File: config.mk
export PLATFORM = sky130hd
export DESIGN_NAME = parking_gate_arbiter_flat
export DESIGN_NICKNAME = d
export VERILOG_FILES = /design/src/rtl/parking_gate_arbiter_if.sv /design/src/rtl/parking_gate_arbiter.sv /design/src/flat_wrapper.sv
export SDC_FILE = /design/constraint.sdc
export NUM_CORES = 1
export LEC_CHECK = 0
export ABC_AREA = 1
export CAP_MARGIN = 15
export CORE_UTILIZATION = 58
export CTS_CLUSTER_DIAMETER = 80
export DETAILED_ROUTE_END_ITERATION = 16
export GPL_ROUTABILITY_DRIVEN = 0
export PLACE_DENSITY = 0.8
export SYNTH_ARGS = -nofsm -noshare
export SYNTH_HDL_FRONTEND = slang
export SYNTH_SLANG_ARGS = --single-unit
File: constraint.sdc
create_clock -name clk -period 2.4 [get_ports clk]
set_input_delay 0.36 -clock clk [delete_from_list [all_inputs] [get_ports clk]]
set_output_delay 0.36 -clock clk [all_outputs]
set_load 0.005 [all_outputs]
File: src/rtl/parking_gate_arbiter_if.sv
// Lane-side bundle for the car-park barrier arbiter: requests and the pass loop in, barrier/grant/status out.
// Latency: none (wires only); the arbiter registers every output.
// Backpressure: requesters hold entry_req/exit_req until the matching grant is seen.
interface parking_gate_arbiter_if #(
  parameter int CNT_W = 8
);
  logic             entry_req;
  logic             exit_req;
  logic             pass_sensor;
  logic             gate_open;
  logic             entry_grant;
  logic             exit_grant;
  logic             entry_deny;
  logic [CNT_W-1:0] count;
  logic             full;
  logic             timeout_err;

  // master: the lane (buttons, loops, supervisor); slave: the arbiter
  modport master (
    output entry_req, exit_req, pass_sensor,
    input  gate_open, entry_grant, exit_grant, entry_deny, count, full, timeout_err
  );
  modport slave (
    input  entry_req, exit_req, pass_sensor,
    output gate_open, entry_grant, exit_grant, entry_deny, count, full, timeout_err
  );
endinterface

File: src/rtl/parking_gate_arbiter.sv
// Shared entry/exit barrier arbiter with occupancy count, full flag and no-show timeout.
// Latency: request sampled at edge N -> gate_open/grant high after edge N; all outputs registered.
// Backpressure: requests are only looked at in IDLE; a full park denies entry, an empty park ignores exit.
// Ports: clk, reset_n (async, active low), bus (slave modport: entry_req, exit_req, pass_sensor in;
//        gate_open, entry_grant, exit_grant, entry_deny, count, full, timeout_err out).
module parking_gate_arbiter #(
  parameter int CAPACITY       = 10,
  parameter int CNT_W          = 8,
  parameter int OPEN_CYCLES    = 4,
  parameter int TIMEOUT_CYCLES = 1000,
  parameter int TMR_W          = 16
) (
  input  logic                  clk,
  input  logic                  reset_n,
  parking_gate_arbiter_if.slave bus
);

  typedef enum logic [2:0] {
    IDLE     = 3'd0,
    OPEN_IN  = 3'd1,
    PASS_IN  = 3'd2,
    OPEN_OUT = 3'd3,
    PASS_OUT = 3'd4
  } state_t;

  state_t           state;
  logic [TMR_W-1:0] timer;
  logic             last_exit;   // 1 = the most recent service was an exit

  logic             entry_ok;
  logic             exit_ok;
  logic [TMR_W-1:0] timer_inc;

  assign entry_ok  = bus.entry_req & ~bus.full;
  assign exit_ok   = bus.exit_req & (bus.count != '0);
  assign timer_inc = (timer == '1) ? timer : timer + 1'b1;

  always_ff @(posedge clk or negedge reset_n) begin
    if (!reset_n) begin
      state           <= IDLE;
      timer           <= '0;
      last_exit       <= 1'b1;
      bus.gate_open   <= 1'b0;
      bus.entry_grant <= 1'b0;
      bus.exit_grant  <= 1'b0;
      bus.entry_deny  <= 1'b0;
      bus.count       <= '0;
      bus.full        <= 1'b0;
      bus.timeout_err <= 1'b0;
    end else begin
      bus.timeout_err <= 1'b0;
      bus.entry_deny  <= 1'b0;
      case (state)
        IDLE: begin
          // A deny is only raised when the barrier is not about to serve an exit instead.
          bus.entry_deny <= bus.entry_req & bus.full & ~exit_ok;
          // On contention the direction not served last wins.
          if (entry_ok && (!exit_ok || last_exit)) begin
            state           <= OPEN_IN;
            timer           <= '0;
            bus.gate_open   <= 1'b1;
            bus.entry_grant <= 1'b1;
          end else if (exit_ok) begin
            state          <= OPEN_OUT;
            timer          <= '0;
            bus.gate_open  <= 1'b1;
            bus.exit_grant <= 1'b1;
          end
        end
        OPEN_IN, OPEN_OUT: begin
          timer <= timer_inc;
          if (bus.pass_sensor) begin
            state <= (state == OPEN_IN) ? PASS_IN : PASS_OUT;
          end else if (timer == TMR_W'(TIMEOUT_CYCLES - 1)) begin
            // Nobody turned up: close and let the other direction have a go.
            bus.timeout_err <= 1'b1;
            last_exit       <= (state == OPEN_OUT);
            state           <= IDLE;
            bus.gate_open   <= 1'b0;
            bus.entry_grant <= 1'b0;
            bus.exit_grant  <= 1'b0;
          end
        end
        PASS_IN, PASS_OUT: begin
          timer <= timer_inc;
          // No timeout here: the barrier must never come down on a vehicle.
          if (!bus.pass_sensor && (timer >= TMR_W'(OPEN_CYCLES))) begin
            last_exit       <= (state == PASS_OUT);
            state           <= IDLE;
            bus.gate_open   <= 1'b0;
            bus.entry_grant <= 1'b0;
            bus.exit_grant  <= 1'b0;
            if (state == PASS_IN) begin
              bus.count <= bus.count + 1'b1;
              bus.full  <= (bus.count == CNT_W'(CAPACITY - 1));
            end else begin
              bus.count <= bus.count - 1'b1;
              bus.full  <= 1'b0;
            end
          end
        end
        default: begin
          state           <= IDLE;
          bus.gate_open   <= 1'b0;
          bus.entry_grant <= 1'b0;
          bus.exit_grant  <= 1'b0;
        end
      endcase
    end
  end

endmodule

File: src/flat_wrapper.sv
// flat-port wrapper written by rule: the top's interface ports become plain ports
module parking_gate_arbiter_flat 
#(
  parameter int CAPACITY       = 10,
  parameter int CNT_W          = 8,
  parameter int OPEN_CYCLES    = 4,
  parameter int TIMEOUT_CYCLES = 1000,
  parameter int TMR_W          = 16
)
  (clk, reset_n, bus_entry_req, bus_exit_req, bus_pass_sensor, bus_gate_open, bus_entry_grant, bus_exit_grant, bus_entry_deny, bus_count, bus_full, bus_timeout_err);
  parking_gate_arbiter_if #(.CNT_W(CNT_W)) bus_i ();
  input  logic clk;
  input  logic reset_n;
  input wire logic [$bits(bus_i.entry_req)-1:0] bus_entry_req;
  input wire logic [$bits(bus_i.exit_req)-1:0] bus_exit_req;
  input wire logic [$bits(bus_i.pass_sensor)-1:0] bus_pass_sensor;
  output wire logic [$bits(bus_i.gate_open)-1:0] bus_gate_open;
  output wire logic [$bits(bus_i.entry_grant)-1:0] bus_entry_grant;
  output wire logic [$bits(bus_i.exit_grant)-1:0] bus_exit_grant;
  output wire logic [$bits(bus_i.entry_deny)-1:0] bus_entry_deny;
  output wire logic [$bits(bus_i.count)-1:0] bus_count;
  output wire logic [$bits(bus_i.full)-1:0] bus_full;
  output wire logic [$bits(bus_i.timeout_err)-1:0] bus_timeout_err;
  assign bus_i.entry_req = bus_entry_req;
  assign bus_i.exit_req = bus_exit_req;
  assign bus_i.pass_sensor = bus_pass_sensor;
  assign bus_gate_open = bus_i.gate_open;
  assign bus_entry_grant = bus_i.entry_grant;
  assign bus_exit_grant = bus_i.exit_grant;
  assign bus_entry_deny = bus_i.entry_deny;
  assign bus_count = bus_i.count;
  assign bus_full = bus_i.full;
  assign bus_timeout_err = bus_i.timeout_err;
  parking_gate_arbiter #(.CAPACITY(CAPACITY), .CNT_W(CNT_W), .OPEN_CYCLES(OPEN_CYCLES), .TIMEOUT_CYCLES(TIMEOUT_CYCLES), .TMR_W(TMR_W)) u_core (.clk(clk), .reset_n(reset_n), .bus(bus_i));
endmodule
==> metrics.txt <==
status finished, final reports clean; Worst Hold Class input pin to async pin; Worst EP arrival 2.20 ns; CP Max Fanout 25; slowest stage delay, CP 0.40 ns; clk sinks 34; synth-to-layout area growth 13.27%; ANT nets after route 0; final instance area 2574 sq um; Total GRT Usage 25.26%; Setup Fix Bufs, Post-CTS 0; Fin. Hold Viols 0; pwr/cell area 1322 nW/um^2; io pins 19; Detail Placement HPWL 3396 um; grt ovf 0; DP Area 2482 sq um; Seq cells post-synth 34; Fin Setup TNS 0 ns; drt drc 0; R2R Path End u_core.timer[5]; Final setup viols 0; Fmax 492.6 MHz; syn_nets 324; Die X-Extent 64.59 um; vias in the first global route 1870; Relative slew margins 70.68%; insertion delay of the later-clocked pin in the worst-skew pair 0.29 ns; most frequent cells in the layout nand2_1 (99), inv_1 (38), dfrtp_1 (33); most common cell after layout, fill and taps aside nand2_1; critical path's slowest cell dfrtp_1; P_leak 1.244 nW; PortBufs 18; # hold bufs at CTS 0; Cell Rows 22; slew at the pin closest to its max-slew limit 0.4365 ns; synth unique cells 32; crit path time final 2.030 ns; Longest Clk Path Bufs 2; clk slew on worst S/H paths 0.07 ns; Critical Path End Type flop; worst path required time 2.57 ns; Critical R2R Launch u_core.state[2]; Final #Nets 347; CTS buffer count 5; root buffer cell clkbuf_8; CP cell instances inv_1, nand3_2, nand2_2, nor2_4, inv_2, nand3_2, nand3_4, nand2_1, o21ai_2; DR iter-0 viols 137; Mapped Cells 310; final wirelength 4619 um; routed length per placed instance 12.09 um; first-pass GRT wire length 8093 um; most frequent CP cell nand3_2; Seq/Total Area, Yosys 37.50%; die height 64.59 um; PostCTS Resize Cnt 0; largest net degree at the start of global routing 35; CP Class flop to flop; TritonCTS clock tree yes; Setup crit start kind flop; max_cap viols 0; Syn. warnings 0; Mean Syn Cell Area 7.330 sq um; Final Skew 0.007839 ns; initial antenna violation count 0; diode count 0; final worst-path cycle share 84.59%; Max Transition Viols Final 0; placeable core region 3716 sq um; die area 4172 sq um; H-Tree Depth 2; Starting Density 61.14%; R2R depth 9; Mapped Area 2272 sq um; Max rail drop VDD 884.8 uV; vias 2021; layout cells sized above 1 9.880%; vias per cell 5.291; RSZ-0062 raised after global routing false; reg-to-reg setup timing slack 0.37 ns; Detailed Routing Iterations Pass 1 4
where the power goes:
group / internal [mW] / switching [mW] / total (mW)
Sequential: 0.766 / 0.211 / 0.978
Combinational: 0.777 / 1.20 / 1.98
Clock: 0.232 / 0.215 / 0.447
worst max-delay path: cells and delay by family (launching register included):
| family | cells | cell delay [ns] |
|---|---|---|
| DFF | 1 | 0.40 |
| AOI/OAI and AO/OA | 1 | 0.06 |
| buffers and inverters | 2 | 0.26 |
| and+or+nand+nor | 6 | 1.19 |
through the flow:
step | util [%] | power [mW] | hold slack (ns) | worst slack (ns) | cells
finish | 69.26 | 3.403 | 0.4748 | 0.3699 | 382
global route | 69.26 | 3.749 | 0.5060 | 0.1421 | 382
CTS | 69.26 | 3.431 | 0.4791 | 0.3537 | 382
detailed placement | 66.80 | 2.968 | 0.4622 | 0.3770 | 374
global placement | 66.80 | 2.902 | 0.4563 | 0.4096 | 374
floorplan | - | 2.547 | 0.06441 | 0.6271 | 310
cell families (layout without fill, tap and decap cells):
logic type	Yosys count	after routing	share of synthesized area, %
flip-flops	34	34	37.50
adder cells (fa/ha/maj)	9	9	5.287
AO/OA/AOI/OAI	35	35	9.692
XOR/XNOR	13	13	5.011
AND/OR/NAND/NOR	176	176	34.09
buffers and inverters	43	67	8.425
layer usage:
layer  GRT usage, %  share of wire (%)  up-vias  wire length [um]
met5              0                  0        -                 0
met4          8.889               0.84        0                39
met3          5.282                3.8        4               174
met2          41.97                 48       41              2235
met1          32.47                 47      943              2170
li1               -                  -     1033                 -
worst max-delay path by stage:
stage,startpoint,endpoint
2_1_floorplan,u_core.state[2],u_core.bus.count[7]
3_5_place_dp,u_core.state[2],u_core.timer[7]
5_1_grt,u_core.state[2],u_core.bus.count[7]
4_1_cts,u_core.state[2],u_core.timer[5]
6_report,u_core.state[2],u_core.timer[5]
3_3_place_gp,u_core.state[2],u_core.timer[0]
cells in the mapped netlist:
master,n,area (sq um)
a21oi_1,5,25.02
a31o_2,2,17.52
buf_12,1,20.02
buf_2,2,10.01
buf_8,1,15.01
dfrtp_1,33,825.8
dfstp_2,1,26.28
fa_1,1,20.02
ha_1,8,100.1
inv_1,38,142.6
inv_2,1,3.750
nand2_1,99,371.6
nand2_2,3,18.77
nand3_1,24,120.1
nand3_2,2,20.02
nand3_4,1,17.52
nand3b_1,1,7.510
nand4_1,5,31.28
nor2_1,29,108.9
nor2_2,1,6.260
nor2_4,2,22.52
nor3_1,5,25.02
nor4_1,1,6.260
o211ai_1,1,7.510
o21a_1,1,7.510
o21ai_0,12,60.06
o21ai_1,5,25.02
o21ai_2,8,70.07
o21bai_1,1,7.510
or2_2,3,18.77
xnor2_1,2,17.52
xor2_1,11,96.34
sequential cells by signal, summed over array words and instances, names as in the netlist:
name and flops:
u_core.bus.timeout_err 1, u_core.state 3, u_core.bus.gate_open 1, u_core.last_exit 1, u_core.bus.exit_grant 1, u_core.bus.count 8, u_core.bus.entry_grant 1, u_core.bus.full 1
u_core.bus.entry_deny 1, u_core.timer 16
cell type report:
| class | instances | area, sq um |
|---|---|---|
| Clock buffer | 7 | 86.33 |
| Clock inverter | 1 | 5.005 |
| Fill cell | 319 | 1142 |
| Inverter | 39 | 146.4 |
| Multi-Input combinational cell | 233 | 1229 |
| Sequential cell | 34 | 852.1 |
| Tap cell | 48 | 60.06 |
| Timing Repair Buffer | 20 | 195.2 |
(Power assumes the default switching activity.)
